## src/rtl/jt03_snd_mix.sv

```systemverilog
// FM + PSG sound mixer: centre the PSG, apply per-source Q4.4 gain, sum and saturate to s16.
// Latency: 3 cycles from snd_sample to snd_valid, fully pipelined (one sample per cycle).
// Backpressure: none; every snd_valid must be consumed. Optional PSG DC blocker: JT03_DCRM_EN.
module jt03_snd_mix #(
  parameter int PSG_SHIFT = 5,
  parameter int DC_SHIFT  = 8
) (
  input  logic               clk,
  input  logic               rst,
  input  logic signed [15:0] fm_snd,
  input  logic        [9:0]  psg_snd,
  input  logic               snd_sample,
  input  logic        [7:0]  fm_gain,
  input  logic        [7:0]  psg_gain,
  input  logic               clip_clr,
  output logic signed [15:0] snd,
  output logic               snd_valid,
  output logic               clip
);

  localparam int PSW = 11 + PSG_SHIFT;            // centred PSG after alignment shift
  localparam int PMW = PSW + 9;                   // PSG product width
  localparam int PPW = PMW - 4;                   // PSG term after gain scaling
  localparam int SW  = ((PPW > 21) ? PPW : 21) + 1;
  localparam logic signed [SW-1:0] SAT_HI = SW'(32767);
  localparam logic signed [SW-1:0] SAT_LO = SW'(-32768);

  if (DC_SHIFT < 1 || DC_SHIFT > 12) begin : g_bad_dc_shift
    $error("jt03_snd_mix: DC_SHIFT must be in 1..12");
  end
  if (PSG_SHIFT < 0 || PSG_SHIFT > 8) begin : g_bad_psg_shift
    $error("jt03_snd_mix: PSG_SHIFT must be in 0..8");
  end

  // ---------------- S0: capture FM, produce centred PSG ----------------
  logic signed [15:0] fm_r;
  logic signed [10:0] psg_c, psg_c_nxt;
  logic               s0_vld;

`ifdef JT03_DCRM_EN
  // DC blocker state keeps DC_SHIFT fractional bits so the slow pole decay is not lost.
  localparam int YW = 14 + DC_SHIFT;
  localparam logic signed [YW-1:0] DC_HI = YW'(511);
  localparam logic signed [YW-1:0] DC_LO = YW'(-512);
  logic        [9:0]    dc_x;
  logic signed [11:0]   dc_dx;
  logic signed [YW-1:0] dc_y, dc_y_nxt, dc_int;

  // Next filter output and its clamped integer part.
  always_comb begin
    dc_dx    = $signed({2'b00, psg_snd}) - $signed({2'b00, dc_x});
    dc_y_nxt = ($signed({{(YW-12){dc_dx[11]}}, dc_dx}) <<< DC_SHIFT) + dc_y - (dc_y >>> DC_SHIFT);
    dc_int   = dc_y_nxt >>> DC_SHIFT;
    if (dc_int > DC_HI)      psg_c_nxt = 11'sd511;
    else if (dc_int < DC_LO) psg_c_nxt = -11'sd512;
    else                     psg_c_nxt = dc_int[10:0];
  end

  // Filter history advances only on accepted samples.
  always_ff @(posedge clk) begin
    if (rst) begin
      dc_x <= '0;
      dc_y <= '0;
    end else if (snd_sample) begin
      dc_x <= psg_snd;
      dc_y <= dc_y_nxt;
    end
  end
`else
  // Fixed mid-scale centring: 0..1023 maps to -512..511.
  always_comb psg_c_nxt = $signed({1'b0, psg_snd} - 11'd512);
`endif

  // Stage 0 capture on the sample strobe.
  always_ff @(posedge clk) begin
    if (rst) begin
      s0_vld <= 1'b0;
      fm_r   <= '0;
      psg_c  <= '0;
    end else begin
      s0_vld <= snd_sample;
      if (snd_sample) begin
        fm_r  <= fm_snd;
        psg_c <= psg_c_nxt;
      end
    end
  end

  // ---------------- S1: gain multiply, floor divide by 16 ----------------
  logic signed [24:0]    fm_m;
  logic signed [PMW-1:0] psg_m;
  logic signed [20:0]    fm_p;
  logic signed [PPW-1:0] psg_p;
  logic                  s1_vld;

  // Gains are zero-extended to keep them positive in the signed product.
  always_comb begin
    fm_m  = 25'(fm_r) * 25'($signed({1'b0, fm_gain}));
    psg_m = PMW'($signed({psg_c, {PSG_SHIFT{1'b0}}})) * PMW'($signed({1'b0, psg_gain}));
  end

  // Stage 1 register; arithmetic shift gives floor toward -inf.
  always_ff @(posedge clk) begin
    if (rst) begin
      s1_vld <= 1'b0;
      fm_p   <= '0;
      psg_p  <= '0;
    end else begin
      s1_vld <= s0_vld;
      if (s0_vld) begin
        fm_p  <= 21'(fm_m >>> 4);
        psg_p <= PPW'(psg_m >>> 4);
      end
    end
  end

  // ---------------- S2: sum, saturate, clip flag ----------------
  logic signed [SW-1:0] sum;
  logic                 sat;

  // Sum and out-of-range detection for the sample leaving S1.
  always_comb begin
    sum = SW'(fm_p) + SW'(psg_p);
    sat = s1_vld && ((sum > SAT_HI) || (sum < SAT_LO));
  end

  // Output register; snd holds between valids, clip set has priority over clear.
  always_ff @(posedge clk) begin
    if (rst) begin
      snd       <= '0;
      snd_valid <= 1'b0;
      clip      <= 1'b0;
    end else begin
      snd_valid <= s1_vld;
      if (s1_vld) begin
        if (sum > SAT_HI)      snd <= 16'sh7fff;
        else if (sum < SAT_LO) snd <= 16'sh8000;
        else                   snd <= sum[15:0];
      end
      if (sat)           clip <= 1'b1;
      else if (clip_clr) clip <= 1'b0;
    end
  end

endmodule

```

## config.mk

```make
export PLATFORM = sky130hd
export DESIGN_NAME = jt03_snd_mix
export DESIGN_NICKNAME = d
export VERILOG_FILES = /design/src/rtl/jt03_snd_mix.sv
export SDC_FILE = /design/constraint.sdc
export NUM_CORES = 1
export LEC_CHECK = 0
export ABC_AREA = 1
export BUFFER_PORTS_ARGS = -buffer_cell sky130_fd_sc_hd__buf_2
export CAP_MARGIN = 20
export CORE_AREA = 3 3 145 147
export CTS_CLUSTER_SIZE = 30
export DETAILED_ROUTE_END_ITERATION = 16
export DIE_AREA = 0 0 148 150
export GPL_ROUTABILITY_DRIVEN = 0
export GPL_TIMING_DRIVEN = 0
export HOLD_SLACK_MARGIN = 0.1
export PLACE_DENSITY = 0.82
export SLEW_MARGIN = 20
export SYNTH_ARGS = -nofsm -noshare
export SYNTH_HDL_FRONTEND = slang
export SYNTH_SLANG_ARGS = --single-unit
```

## constraint.sdc

```tcl
create_clock -name clk -period 7.9 [get_ports clk]
set_clock_uncertainty 0.2 [all_clocks]
set_input_delay 2.37 -clock clk [delete_from_list [all_inputs] [get_ports clk]]
set_output_delay 2.37 -clock clk [all_outputs]
set_load 0.05 [all_outputs]
```

==> impl_metrics.prom, run 1 <==
# TYPE chip_impl_metric gauge
chip_impl_metric{name="die-area",unit="sq um"} 22200
chip_impl_metric{name="slew_at_the_pin_closest_to_its_max_slew_limit",unit="ns"} 0.7659
chip_impl_metric{name="floorplan.initialDensity",unit="%"} 62.89
chip_impl_metric{name="timing.final.ws_setup",unit="ns"} 0.4895
chip_impl_metric{name="max_cap_violations",unit=""} 0
chip_impl_metric{name="crit_arrival",unit="ns"} 7.44
chip_impl_metric{name="layout-drive-gt1-share",unit="%"} 6.627
chip_impl_info{name="worstSetupEndpointType",value="register"} 1
chip_impl_info{name="grt_setup_unrepaired",value="no"} 1
chip_impl_metric{name="max-vdd-ir-drop",unit="mV"} 0.1741
chip_impl_metric{name="numCtsBuffers",unit=""} 9
chip_impl_metric{name="post-cts-setup-buffer-count",unit=""} 0
chip_impl_metric{name="global_route.overflow_total",unit=""} 0
chip_impl_metric{name="fp-row-count",unit=""} 52
chip_impl_metric{name="fmax",unit="MHz"} 134.9
chip_impl_metric{name="grt_pass1_wl",unit="um"} 51590
chip_impl_metric{name="cts.path.max_buffers",unit=""} 2
chip_impl_metric{name="grt_start_max_net_pins",unit=""} 18
chip_impl_metric{name="io_buffer_count",unit=""} 48
chip_impl_metric{name="core-area",unit="sq um"} 20040
chip_impl_metric{name="detailed_place_hpwl",unit="um"} 24780
chip_impl_metric{name="yosysWarningCount",unit=""} 0
chip_impl_metric{name="cts.clk_slew.worst_paths",unit="ns"} 0.08
chip_impl_metric{name="fin_area",unit="sq um"} 13540
chip_impl_metric{name="routed_wirelength",unit="um"} 30390
chip_impl_metric{name="setup_viol",unit=""} 0
chip_impl_info{name="clockRootBuffer",value="sky130_fd_sc_hd__clkbuf_16"} 1
chip_impl_info{name="synth_top_cells_by_count",value="462 x sky130_fd_sc_hd__inv_1, 379 x sky130_fd_sc_hd__nand2_1, 171 x sky130_fd_sc_hd__fa_1, 130 x sky130_fd_sc_hd__nor2_1, 106 x sky130_fd_sc_hd__ha_1"} 1
chip_impl_metric{name="vias",unit=""} 11020
chip_impl_metric{name="placed_area",unit="sq um"} 13180
chip_impl_metric{name="syn_avg_cell_area",unit="sq um"} 7.153
chip_impl_info{name="critPathLaunchType",value="input pin"} 1
chip_impl_metric{name="drtIter0Drc",unit=""} 859
chip_impl_metric{name="via_per_inst",unit=""} 5.255
chip_impl_metric{name="area_overhead_vs_synth",unit="%"} 7.465
chip_impl_metric{name="pre_cts_ws",unit="ns"} 0.2660
chip_impl_metric{name="clk-insertion-delay-late",unit="ns"} 0.36
chip_impl_metric{name="register_area",unit="sq um"} 1742
chip_impl_metric{name="cellPowerDensity",unit="nW/um^2"} 191.5
chip_impl_metric{name="synthArstFlopShare",unit="%"} 0
chip_impl_metric{name="syn-num-nets",unit=""} 2085
chip_impl_metric{name="slew_viol_final",unit=""} 0
chip_impl_info{name="synth-main-ff-cell",value="sky130_fd_sc_hd__dfxtp_1"} 1
chip_impl_metric{name="antenna_found_initial",unit=""} 1
chip_impl_metric{name="num-fill-cells",unit=""} 1727
chip_impl_metric{name="number_of_enable_flip_flop_cells_after_synthesis",unit=""} 0
chip_impl_metric{name="syn-instance-count",unit=""} 1762
chip_impl_metric{name="slew-limit-headroom",unit="%"} 48.94
chip_impl_metric{name="h-tree-depth",unit=""} 3
chip_impl_metric{name="fin_nets",unit=""} 2144
chip_impl_metric{name="seq_area_frac_synth",unit="%"} 13.82
chip_impl_info{name="synthTopCellsByArea",value="sky130_fd_sc_hd__fa_1 27%, sky130_fd_sc_hd__dfxtp_1 14%, sky130_fd_sc_hd__inv_1 14%"} 1
chip_impl_metric{name="mappedNetlistArea",unit="sq um"} 12600
chip_impl_metric{name="cts_resized",unit=""} 0
chip_impl_metric{name="synth_seq_cells",unit=""} 87
chip_impl_metric{name="detailedRoute.firstPassIterationCount",unit=""} 5
chip_impl_metric{name="track_usage",unit="%"} 28.60
chip_impl_metric{name="synth_largest_type_area_fraction",unit="%"} 27.16
chip_impl_metric{name="multi_input_area",unit="sq um"} 8792
chip_impl_metric{name="p_leak",unit="nW"} 8.086
chip_impl_info{name="synthMostInstantiatedCell",value="sky130_fd_sc_hd__inv_1"} 1
chip_impl_metric{name="r2r_slack",unit="ns"} 2.40
chip_impl_info{name="hold_class",value="register to register"} 1
chip_impl_metric{name="remaining_drc_errors",unit=""} 0
chip_impl_metric{name="worst-path-max-fanout",unit=""} 10
chip_impl_metric{name="final_hold_vios",unit=""} 0
chip_impl_metric{name="numClockSinks",unit=""} 87
chip_impl_metric{name="chipWidth",unit="um"} 148
chip_impl_metric{name="post_cts_hold_buffer_count",unit=""} 0
chip_impl_metric{name="final.min_clock_period",unit="ns"} 7.411
chip_impl_metric{name="avgRoutedWirePerCell",unit="um"} 14.49
chip_impl_metric{name="instances_no_fill",unit=""} 2097
chip_impl_metric{name="ys_types",unit=""} 45
chip_impl_metric{name="chipHeight",unit="um"} 150
chip_impl_info{name="kind_of_critical_path",value="input pin to register"} 1
chip_impl_metric{name="antenna_left",unit=""} 0
chip_impl_metric{name="finalSetupTns",unit="ns"} 0
chip_impl_info{name="run_status",value="finished, final reports clean"} 1
chip_impl_metric{name="top_level_ports",unit=""} 64
chip_impl_metric{name="min_period_over_period",unit="%"} 93.80
chip_impl_info{name="netlist.top_cell.by_area",value="sky130_fd_sc_hd__fa_1"} 1
chip_impl_metric{name="place.detailed.instances",unit=""} 2080
chip_impl_metric{name="first_global_vias",unit=""} 10845
chip_impl_info{name="cts_tree",value="done"} 1
chip_impl_metric{name="critPathRequiredTime",unit="ns"} 7.93
## stage by stage
stage	util, %	hold slack [ns]	total power, W
6_report	67.59	0.2691	0.002594
5_1_grt	67.58	0.2982	0.002848
4_1_cts	67.58	0.2689	0.002586
3_5_place_dp	65.78	0.2579	0.002041
3_3_place_gp	65.78	0.2541	0.001997
2_1_floorplan	-	0.2387	0.001701
## critical path: stages
cell                       delay [ns]
sky130_fd_sc_hd__clkbuf_1        0.39
sky130_fd_sc_hd__clkbuf_1        0.51
sky130_fd_sc_hd__nand2_1         0.16
sky130_fd_sc_hd__fa_1            0.55
sky130_fd_sc_hd__inv_1           0.06
sky130_fd_sc_hd__fa_1            0.49
sky130_fd_sc_hd__fa_1            0.49
sky130_fd_sc_hd__inv_1           0.06
sky130_fd_sc_hd__fa_1            0.57
sky130_fd_sc_hd__inv_1           0.05
sky130_fd_sc_hd__ha_1            0.35
sky130_fd_sc_hd__a21oi_1         0.20
sky130_fd_sc_hd__o21ai_0         0.15
sky130_fd_sc_hd__a21oi_1         0.27
sky130_fd_sc_hd__inv_1           0.07
sky130_fd_sc_hd__nand2_1         0.06
sky130_fd_sc_hd__nand2_1         0.11
sky130_fd_sc_hd__inv_1           0.07
sky130_fd_sc_hd__o21ai_0         0.09
sky130_fd_sc_hd__xnor2_1         0.26
sky130_fd_sc_hd__a21oi_1         0.12
## flip-flops by register name, summed over array words and instances, names as in the netlist
register	count
psg_p	20
snd	16
s1_vld	1
psg_c	10
fm_r	16
clip	1
fm_p	21
s0_vld	1
snd_valid	1
## final timing paths
path | start | to | cells after the start
worst min register to register | clip$_SDFFE_PP0P_ | clip$_SDFFE_PP0P_ | 2
worst max register to register | fm_r[15]$_SDFFE_PP0P_ | fm_p[18]$_SDFFE_PP0P_ | 18
worst max-delay path | fm_gain[2] | fm_p[14]$_SDFFE_PP0P_ | 21
worst min-delay path | clip$_SDFFE_PP0P_ | clip$_SDFFE_PP0P_ | 2
## logic make-up after synthesis
| logic type | after synthesis | share of synthesized area [%] |
|---|---|---|
| buf+inv | 545 | 16.42 |
| xor+xnor | 40 | 2.899 |
| simple gates | 611 | 19.91 |
| fa+ha+maj | 277 | 37.68 |
| compound gates | 202 | 9.262 |
| flops | 87 | 13.82 |
## layout make-up
cell class	instances	area share (%)
diodes	1	0.01848
plain buffers	73	2.199
clock buffers	9	1.663
clock inverters	7	0.9977
inverters	472	13.08
multi-input cells	1130	64.91
flip-flops and latches	87	12.86
well taps	270	2.494
repair buffers	48	1.774
## where the power goes
group | internal (W) | switching (W) | total [W]
Combinational | 0.000559 | 0.000990 | 0.00155
Clock | 0.000317 | 0.000217 | 0.000534
Sequential | 0.000481 | 0.0000296 | 0.000510
## placed cells by master (no fill, tap or decap), types with 43 or more instances in the layout
master                     Yosys  layout
sky130_fd_sc_hd__fa_1        171     171
sky130_fd_sc_hd__dfxtp_1      87      87
sky130_fd_sc_hd__ha_1        106     106
sky130_fd_sc_hd__inv_1       462     462
sky130_fd_sc_hd__buf_2         0      48
sky130_fd_sc_hd__o21ai_0      86      86
sky130_fd_sc_hd__nor2_1      130     130
sky130_fd_sc_hd__nand3_1      43      43
sky130_fd_sc_hd__clkbuf_1     71      71
sky130_fd_sc_hd__a21oi_1      68      68
sky130_fd_sc_hd__nand2_1     379     379
## per-layer routing
layer	vias to the layer above	GRT usage, %	wire (um)
li1	5324	-	-
met1	5217	39.48	13390
met2	432	49.62	14500
met3	47	2.756	2003
met4	0	5.589	492
met5	-	0	0
Note: power is estimated with default switching activity, not from simulation.
==> inputs of run 2 (changes only) <==
- CORE_AREA: 3 3 145 147 -> 4 4 146 148
- DIE_AREA: 0 0 148 150 -> 0 0 150 152
- PLACE_DENSITY: 0.82 -> unset
- PLACE_DENSITY_LB_ADDON: unset -> 0.08
==> run 2 against run 1 <==
Flip-flop and latch count is the same. Combinational power is essentially flat. Global-route usage shrank 0.60 points. Sequential power is essentially flat. Cell area shrank 0.60%. Clock power shrank 19%. Utilization shrank 0.41 points. Hold slack lost 0.0044 ns. Routed wire length shrank 0.61%. Total power shrank 3.7%. Sequential share of layout area grew 0.078 points. Setup slack gained 0.023 ns. Highest routed layer is now met5.
==> impl_metrics.prom, run 2 (same netlist as run 1, synthesis figures left out) <==
# TYPE chip_impl_metric gauge
chip_impl_info{name="run_status",value="finished, final reports clean"} 1
chip_impl_info{name="worstSetupEndpointType",value="register"} 1
chip_impl_metric{name="post-cts-setup-buffer-count",unit=""} 0
chip_impl_metric{name="place.detailed.instances",unit=""} 2080
chip_impl_metric{name="fp-row-count",unit=""} 52
chip_impl_metric{name="detail_route.wirelength.met1",unit="um"} 13480
chip_impl_metric{name="critPathRequiredTime",unit="ns"} 7.95
chip_impl_metric{name="clk-insertion-delay-late",unit="ns"} 0.36
chip_impl_metric{name="r2r_slack",unit="ns"} 2.38
chip_impl_metric{name="antenna_found_initial",unit=""} 1
chip_impl_metric{name="vias",unit=""} 10701
chip_impl_metric{name="remaining_drc_errors",unit=""} 0
chip_impl_metric{name="track_usage",unit="%"} 28.00
chip_impl_metric{name="chipHeight",unit="um"} 152
chip_impl_metric{name="via_per_inst",unit=""} 5.105
chip_impl_metric{name="final_hold_vios",unit=""} 0
chip_impl_metric{name="slew_viol_final",unit=""} 0
chip_impl_metric{name="cts_resized",unit=""} 0
chip_impl_metric{name="h-tree-depth",unit=""} 3
chip_impl_metric{name="grt_start_max_net_pins",unit=""} 17
chip_impl_info{name="max_flop_register",value="fm_p"} 1
chip_impl_metric{name="setup_viol",unit=""} 0
chip_impl_metric{name="met3WireLength",unit="um"} 2086
chip_impl_metric{name="first_global_vias",unit=""} 10904
chip_impl_info{name="hold_class",value="register to register"} 1
chip_impl_metric{name="final.min_clock_period",unit="ns"} 7.387
chip_impl_metric{name="worst-r2r-cell-count",unit=""} 17
chip_impl_metric{name="min_period_over_period",unit="%"} 93.51
chip_impl_metric{name="finalSetupTns",unit="ns"} 0
chip_impl_metric{name="grt_pass1_wl",unit="um"} 51830
chip_impl_metric{name="worst-path-max-fanout",unit=""} 10
chip_impl_info{name="reg.largest.list",value="fm_p: 21 flops, psg_p: 20 flops"} 1
chip_impl_metric{name="slew_at_the_pin_closest_to_its_max_slew_limit",unit="ns"} 0.7682
chip_impl_metric{name="largest_reg_flops",unit=""} 21
chip_impl_metric{name="top_level_ports",unit=""} 64
chip_impl_metric{name="hold-worst-slack",unit="ns"} 0.2648
chip_impl_info{name="timing.hold.worst_endpoint",value="clip$_SDFFE_PP0P_"} 1
chip_impl_metric{name="fmax",unit="MHz"} 135.4
chip_impl_info{name="r2r_start",value="fm_r[15]$_SDFFE_PP0P_"} 1
chip_impl_metric{name="max_cap_violations",unit=""} 0
chip_impl_metric{name="die-area",unit="sq um"} 22800
chip_impl_info{name="layout.cells.most_common",value="sky130_fd_sc_hd__inv_1"} 1
chip_impl_metric{name="cts.path.max_buffers",unit=""} 2
chip_impl_metric{name="numClockSinks",unit=""} 87
chip_impl_metric{name="layout-drive-gt1-share",unit="%"} 6.572
chip_impl_metric{name="fin_nets",unit=""} 2144
chip_impl_info{name="grt_setup_unrepaired",value="no"} 1
chip_impl_metric{name="io_buffer_count",unit=""} 48
chip_impl_info{name="cts_tree",value="done"} 1
chip_impl_metric{name="chipWidth",unit="um"} 150
chip_impl_metric{name="p_leak",unit="nW"} 8.043
chip_impl_metric{name="global_route.overflow_total",unit=""} 0
chip_impl_metric{name="final_util",unit="%"} 67.18
chip_impl_metric{name="detailedRoute.firstPassIterationCount",unit=""} 5
chip_impl_metric{name="floorplan.initialDensity",unit="%"} 62.89
chip_impl_metric{name="cellPowerDensity",unit="nW/um^2"} 185.5
chip_impl_metric{name="antennaDiodeCount",unit=""} 0
chip_impl_info{name="most_used_cells_in_the_layout_excluding_fill_and_tap_cells",value="462 x sky130_fd_sc_hd__inv_1, 379 x sky130_fd_sc_hd__nand2_1, 171 x sky130_fd_sc_hd__fa_1"} 1
chip_impl_metric{name="slew-limit-headroom",unit="%"} 48.79
chip_impl_metric{name="drtIter0Drc",unit=""} 614
chip_impl_metric{name="routed_wirelength",unit="um"} 30200
chip_impl_metric{name="area_overhead_vs_synth",unit="%"} 6.820
chip_impl_info{name="maxUsedRoutingLayer",value="met5"} 1
chip_impl_info{name="worst_hold_startpoint",value="clip$_SDFFE_PP0P_"} 1
chip_impl_metric{name="avgRoutedWirePerCell",unit="um"} 14.41
chip_impl_metric{name="crit_arrival",unit="ns"} 7.44
chip_impl_metric{name="holdPathStages",unit=""} 2
chip_impl_metric{name="detailed_place_hpwl",unit="um"} 24970
chip_impl_metric{name="core-area",unit="sq um"} 20040
chip_impl_info{name="regToRegEndpoint",value="fm_p[18]$_SDFFE_PP0P_"} 1
chip_impl_metric{name="antenna_left",unit=""} 0
chip_impl_metric{name="numCtsBuffers",unit=""} 9
chip_impl_metric{name="post_cts_hold_buffer_count",unit=""} 0
chip_impl_info{name="kind_of_critical_path",value="input pin to register"} 1
chip_impl_metric{name="instances_no_fill",unit=""} 2096
chip_impl_metric{name="cts.clk_slew.worst_paths",unit="ns"} 0.08
chip_impl_info{name="clockRootBuffer",value="sky130_fd_sc_hd__clkbuf_16"} 1
chip_impl_metric{name="max-vdd-ir-drop",unit="mV"} 0.1179
chip_impl_metric{name="routed-wl-met2",unit="um"} 13940
chip_impl_info{name="critPathLaunchType",value="input pin"} 1
[run 2: layout make-up]
class / count / area [sq um]
Fill cell: 1863 / 6576
Buffer: 73 / 297.8
Timing Repair Buffer: 48 / 240.2
Multi-Input combinational cell: 1130 / 8792
Sequential cell: 87 / 1742
Tap cell: 270 / 337.8
Clock inverter: 6 / 52.55
Inverter: 472 / 1772
Clock buffer: 10 / 229.0
[run 2: metrics by stage]
stage                     area, sq um  power [W]  setup WS, ns
final                           13460   0.002497        0.5127
after global routing            13460   0.002763        0.1577
after CTS                       13460   0.002502        0.5797
after detailed placement        13180   0.002059        0.2153
after global placement          13180   0.002020        0.2658
after floorplan                 12600   0.001701         1.068
[run 2: layer usage]
layer  vias to the layer above  track usage, %
li1                       5310               -
met1                      5010           38.33
met2                       320           45.97
met3                        59           4.796
met4                         2           7.712
met5                         -               0
[run 2: worst max path at each step]
stage	end	slack, ns	start	depth (start not counted)
global route	fm_p[16]$_SDFFE_PP0P_	0.16	fm_gain[2]	21
floorplan	fm_p[16]$_SDFFE_PP0P_	1.07	fm_gain[2]	21
detailed placement	fm_p[14]$_SDFFE_PP0P_	0.22	fm_gain[2]	21
finish	fm_p[18]$_SDFFE_PP0P_	0.51	fm_gain[4]	18
CTS	fm_p[18]$_SDFFE_PP0P_	0.58	fm_gain[4]	18
global placement	fm_p[18]$_SDFFE_PP0P_	0.27	fm_gain[3]	18
[run 2: power by group]
part	switching [W]	total [W]	internal [W]
Sequential	0.0000262	0.000507	0.000481
Clock	0.000211	0.000430	0.000219
Combinational	0.00100	0.00156	0.000559
[run 2: critical path, cell delays in order]
cell and delay [ns]:
sky130_fd_sc_hd__clkbuf_1 0.28, sky130_fd_sc_hd__clkbuf_1 0.53, sky130_fd_sc_hd__nand2_1 0.12, sky130_fd_sc_hd__inv_1 0.14
sky130_fd_sc_hd__fa_1 0.50, sky130_fd_sc_hd__inv_1 0.16, sky130_fd_sc_hd__fa_1 0.43, sky130_fd_sc_hd__fa_1 0.50
sky130_fd_sc_hd__fa_1 0.54, sky130_fd_sc_hd__inv_1 0.04, sky130_fd_sc_hd__ha_1 0.43, sky130_fd_sc_hd__nand2_1 0.16
sky130_fd_sc_hd__nor4_1 0.50, sky130_fd_sc_hd__nand4_1 0.29, sky130_fd_sc_hd__nand4_1 0.19, sky130_fd_sc_hd__nand3_1 0.09
sky130_fd_sc_hd__o211ai_1 0.11, sky130_fd_sc_hd__inv_1 0.06
==> inputs of run 3 (changes only) <==
- ABC_AREA: 1 -> unset
- CORE_AREA: 4 4 146 148 -> 4 4 141 143
- DIE_AREA: 0 0 150 152 -> 0 0 145 147
==> run 3 against run 2 <==
Die area is 6.5% lower. Maximum frequency shrank 3.2%. Area after synthesis decreased by 6.8%. Cell count decreased by 22%. Synthesized cell count down 25%. Largest cell class unchanged. Highest routed layer is now met4.
==> impl_metrics.prom, run 3 <==
# TYPE chip_impl_metric gauge
chip_impl_metric{name="slew_viol_final",unit=""} 0
chip_impl_info{name="worstSetupEndpointType",value="register"} 1
chip_impl_info{name="max_flop_register",value="fm_p"} 1
chip_impl_metric{name="yosys-mux-area-fraction",unit="%"} 5.220
chip_impl_info{name="crit_top_cell",value="sky130_fd_sc_hd__fa_1"} 1
chip_impl_metric{name="vias",unit=""} 8925
chip_impl_metric{name="number_of_enable_flip_flop_cells_after_synthesis",unit=""} 0
chip_impl_metric{name="post-cts-setup-buffer-count",unit=""} 0
chip_impl_metric{name="worst-path-max-fanout",unit=""} 10
chip_impl_metric{name="remaining_drc_errors",unit=""} 0
chip_impl_info{name="cpLargestDelayFamily",value="adder cells"} 1
chip_impl_info{name="cts_tree",value="done"} 1
chip_impl_metric{name="track_usage",unit="%"} 25.16
chip_impl_metric{name="seq_area_frac_synth",unit="%"} 14.83
chip_impl_metric{name="syn-num-nets",unit=""} 1651
chip_impl_metric{name="antenna_found_initial",unit=""} 0
chip_impl_info{name="kind_of_critical_path",value="input pin to register"} 1
chip_impl_metric{name="numCtsBuffers",unit=""} 9
chip_impl_metric{name="yosysWarningCount",unit=""} 0
chip_impl_metric{name="fmax",unit="MHz"} 131.0
chip_impl_metric{name="syn_avg_cell_area",unit="sq um"} 8.844
chip_impl_metric{name="synthArstFlopShare",unit="%"} 0
chip_impl_metric{name="detailedRoute.firstPassIterationCount",unit=""} 5
chip_impl_metric{name="area_overhead_vs_synth",unit="%"} 7.798
chip_impl_metric{name="yosys.area_share.adder",unit="%"} 40.44
chip_impl_info{name="synth_top_cells_by_count",value="259 x sky130_fd_sc_hd__inv_1, 171 x sky130_fd_sc_hd__fa_1, 124 x sky130_fd_sc_hd__nand2_1, 118 x sky130_fd_sc_hd__and2_1, 106 x sky130_fd_sc_hd__ha_1"} 1
chip_impl_metric{name="worst_path_largest_cell_delay",unit="ns"} 0.53
chip_impl_metric{name="synth-simple-area-share",unit="%"} 17.38
chip_impl_metric{name="layout-drive-gt1-share",unit="%"} 6.586
chip_impl_metric{name="core-area",unit="sq um"} 18580
chip_impl_metric{name="syn-instance-count",unit=""} 1328
chip_impl_metric{name="antenna_left",unit=""} 0
chip_impl_metric{name="detailed_place_hpwl",unit="um"} 20940
chip_impl_info{name="clockRootBuffer",value="sky130_fd_sc_hd__clkbuf_16"} 1
chip_impl_metric{name="final.min_clock_period",unit="ns"} 7.635
chip_impl_info{name="synth-main-ff-cell",value="sky130_fd_sc_hd__dfxtp_1"} 1
chip_impl_metric{name="global_route.overflow_total",unit=""} 0
chip_impl_metric{name="chipHeight",unit="um"} 147
chip_impl_metric{name="detail_route.wirelength.met1",unit="um"} 11880
chip_impl_info{name="run_status",value="finished, final reports clean"} 1
chip_impl_metric{name="grt_start_max_net_pins",unit=""} 17
chip_impl_metric{name="final_hold_vios",unit=""} 0
chip_impl_metric{name="fin_nets",unit=""} 1715
chip_impl_metric{name="final_util",unit="%"} 68.14
chip_impl_info{name="hold_class",value="register to register"} 1
chip_impl_metric{name="die-area",unit="sq um"} 21320
chip_impl_metric{name="synth_seq_cells",unit=""} 87
chip_impl_info{name="grt_setup_unrepaired",value="yes"} 1
chip_impl_info{name="maxUsedRoutingLayer",value="met4"} 1
chip_impl_metric{name="mappedNetlistArea",unit="sq um"} 11750
chip_impl_metric{name="hold-worst-slack",unit="ns"} 0.2781
chip_impl_info{name="main_combinational_cell_family_by_area_after_synthesis",value="adder cells"} 1
chip_impl_metric{name="routed_wirelength",unit="um"} 25310
chip_impl_metric{name="p_leak",unit="nW"} 6.679
chip_impl_metric{name="io_buffer_count",unit=""} 56
chip_impl_info{name="crit_path_top_delay_cell",value="sky130_fd_sc_hd__fa_1"} 1
chip_impl_metric{name="min_period_over_period",unit="%"} 96.65
chip_impl_metric{name="post_synth_xor_area_fraction",unit="%"} 3.878
chip_impl_info{name="netlist.top_cell.by_area",value="sky130_fd_sc_hd__fa_1"} 1
chip_impl_metric{name="chipWidth",unit="um"} 145
chip_impl_metric{name="setup_viol",unit=""} 0
chip_impl_metric{name="num-fill-cells",unit=""} 1592
chip_impl_metric{name="largest_reg_flops",unit=""} 21
chip_impl_metric{name="h-tree-depth",unit=""} 3
chip_impl_metric{name="antennaDiodeCount",unit=""} 0
chip_impl_metric{name="buffer_and_inverter_count_on_the_worst_path",unit=""} 5
chip_impl_metric{name="via_per_inst",unit=""} 5.472
chip_impl_metric{name="slew_at_the_pin_closest_to_its_max_slew_limit",unit="ns"} 1.113
chip_impl_info{name="synthMostInstantiatedCell",value="sky130_fd_sc_hd__inv_1"} 1
chip_impl_metric{name="numClockSinks",unit=""} 87
chip_impl_metric{name="met3WireLength",unit="um"} 1150
chip_impl_metric{name="cts.path.max_buffers",unit=""} 2
chip_impl_metric{name="avgRoutedWirePerCell",unit="um"} 15.52
chip_impl_metric{name="cellPowerDensity",unit="nW/um^2"} 171.7
chip_impl_info{name="timing.critical_path.cells",value="buf_2 > clkbuf_1 > nand2_1 > fa_1 > fa_1 > inv_1 > fa_1 > inv_1 > fa_1 > inv_1 > ha_1 > and2_1 > a311oi_2 > a211oi_1 > o21a_1 > a2111oi_1 > nor3_1 > xor2_1 > mux2i_1 > nor2_1"} 1
chip_impl_metric{name="post_cts_hold_buffer_count",unit=""} 0
chip_impl_metric{name="crit_arrival",unit="ns"} 7.65
chip_impl_metric{name="max-vdd-ir-drop",unit="mV"} 0.1101
chip_impl_metric{name="synth_compound_gate_area_share",unit="%"} 8.565
chip_impl_metric{name="fp-row-count",unit=""} 50
chip_impl_metric{name="ys_types",unit=""} 60
chip_impl_metric{name="routed-wl-met2",unit="um"} 11740
chip_impl_metric{name="synth_largest_type_area_fraction",unit="%"} 29.15
chip_impl_info{name="most_used_cells_in_the_layout_excluding_fill_and_tap_cells",value="259 x sky130_fd_sc_hd__inv_1, 171 x sky130_fd_sc_hd__fa_1, 124 x sky130_fd_sc_hd__nand2_1"} 1
chip_impl_metric{name="clk-insertion-delay-late",unit="ns"} 0.35
chip_impl_metric{name="drtIter0Drc",unit=""} 560
chip_impl_metric{name="slew-limit-headroom",unit="%"} 25.83
chip_impl_metric{name="grt_pass1_wl",unit="um"} 44470
chip_impl_metric{name="top_level_ports",unit=""} 64
chip_impl_info{name="critPathLaunchType",value="input pin"} 1
chip_impl_info{name="layout.cells.most_common",value="sky130_fd_sc_hd__inv_1"} 1
chip_impl_metric{name="critPathRequiredTime",unit="ns"} 7.91
chip_impl_metric{name="first_global_vias",unit=""} 9397
chip_impl_metric{name="cts.clk_slew.worst_paths",unit="ns"} 0.07
chip_impl_metric{name="floorplan.initialDensity",unit="%"} 63.21
chip_impl_info{name="synthTopCellsByArea",value="sky130_fd_sc_hd__fa_1 29%, sky130_fd_sc_hd__dfxtp_1 15%, sky130_fd_sc_hd__ha_1 11%"} 1
chip_impl_metric{name="max_cap_violations",unit=""} 0
chip_impl_info{name="reg.largest.list",value="fm_p: 21 flops, psg_p: 20 flops"} 1
-- run 3: kinds of logic (layout without fill, tap and decap cells) --
group                      Yosys count  after routing
AOI/OAI and AO/OA                  141            141
xor gates and xnor gates            52             52
DFF                                 87             87
buffers and inverters              301            370
and+or+nand+nor                    409            409
adders and majority gates          277            277
muxes                               61             61
-- run 3: final timing paths --
path | startpoint | endpoint | slack, ns | depth (start not counted)
setup reg to reg | fm_r[4]$_SDFFE_PP0P_ | fm_p[18]$_SDFFE_PP0P_ | 2.36 | 18
hold reg to reg | fm_p[20]$_SDFFE_PP0P_ | fm_p[20]$_SDFFE_PP0P_ | 0.28 | 2
hold / removal | fm_p[20]$_SDFFE_PP0P_ | fm_p[20]$_SDFFE_PP0P_ | 0.28 | 2
setup / recovery | fm_gain[3] | fm_p[18]$_SDFFE_PP0P_ | 0.26 | 20
-- run 3: power breakdown --
| group | total [W] | internal, W | switching, W |
|---|---|---|---|
| Sequential | 0.000537 | 0.000493 | 0.0000438 |
| Combinational | 0.00115 | 0.000471 | 0.000674 |
| Clock | 0.000491 | 0.000298 | 0.000193 |
-- run 3: layout make-up --
class                           count  area (sq um)  area share (%)
Multi-Input combinational cell    940          8879           70.13
Buffer                             39         156.4           1.235
Clock inverter                      5         86.33          0.6819
Inverter                          259         972.2           7.679
Clock buffer                       11         252.7           1.996
Sequential cell                    87          1742           13.76
Tap cell                          234         292.8           2.312
Timing Repair Buffer               56         280.3           2.214
-- run 3: repair_timing --
action	4_1_cts	5_1_grt
setup endpoints to repair	2	5
pin swaps	0	0
resized for setup	0	5
-- run 3: metrics by stage --
stage / TNS [ns] / instance area (sq um) / std cells / setup WS, ns / total power [W]
3_5_place_dp: -0.5054 / 12320 / 1618 / -0.2614 / 0.001689
2_1_floorplan: 0 / 11750 / 1328 / 0.7142 / 0.001453
4_1_cts: 0 / 12650 / 1631 / 0.01351 / 0.002187
3_3_place_gp: -0.3008 / 12320 / 1618 / -0.1616 / 0.001659
6_report: 0 / 12660 / 1631 / 0.2646 / 0.002173
5_1_grt: -0.001280 / 12660 / 1631 / -0.001280 / 0.002387
-- run 3: worst reg2reg max path, stage by stage (launching register included) --
cell and delay, ns:
sky130_fd_sc_hd__dfxtp_1 0.53, sky130_fd_sc_hd__nand2_1 0.13, sky130_fd_sc_hd__fa_1 0.49, sky130_fd_sc_hd__fa_1 0.50
sky130_fd_sc_hd__inv_1 0.06, sky130_fd_sc_hd__fa_1 0.53, sky130_fd_sc_hd__inv_1 0.05, sky130_fd_sc_hd__fa_1 0.52
sky130_fd_sc_hd__inv_1 0.04, sky130_fd_sc_hd__ha_1 0.36, sky130_fd_sc_hd__and2_1 0.20, sky130_fd_sc_hd__a311oi_2 0.41
sky130_fd_sc_hd__a211oi_1 0.21, sky130_fd_sc_hd__o21a_1 0.22, sky130_fd_sc_hd__a2111oi_1 0.42, sky130_fd_sc_hd__nor3_1 0.16
sky130_fd_sc_hd__xor2_1 0.17, sky130_fd_sc_hd__mux2i_1 0.14, sky130_fd_sc_hd__nor2_1 0.05
-- run 3: per-layer routing --
layer / up-vias / track usage, %
met5: - / 0
met3: 34 / 3.516
met1: 4419 / 34.93
met2: 172 / 42.02
met4: 0 / 6.508
li1: 4300 / -
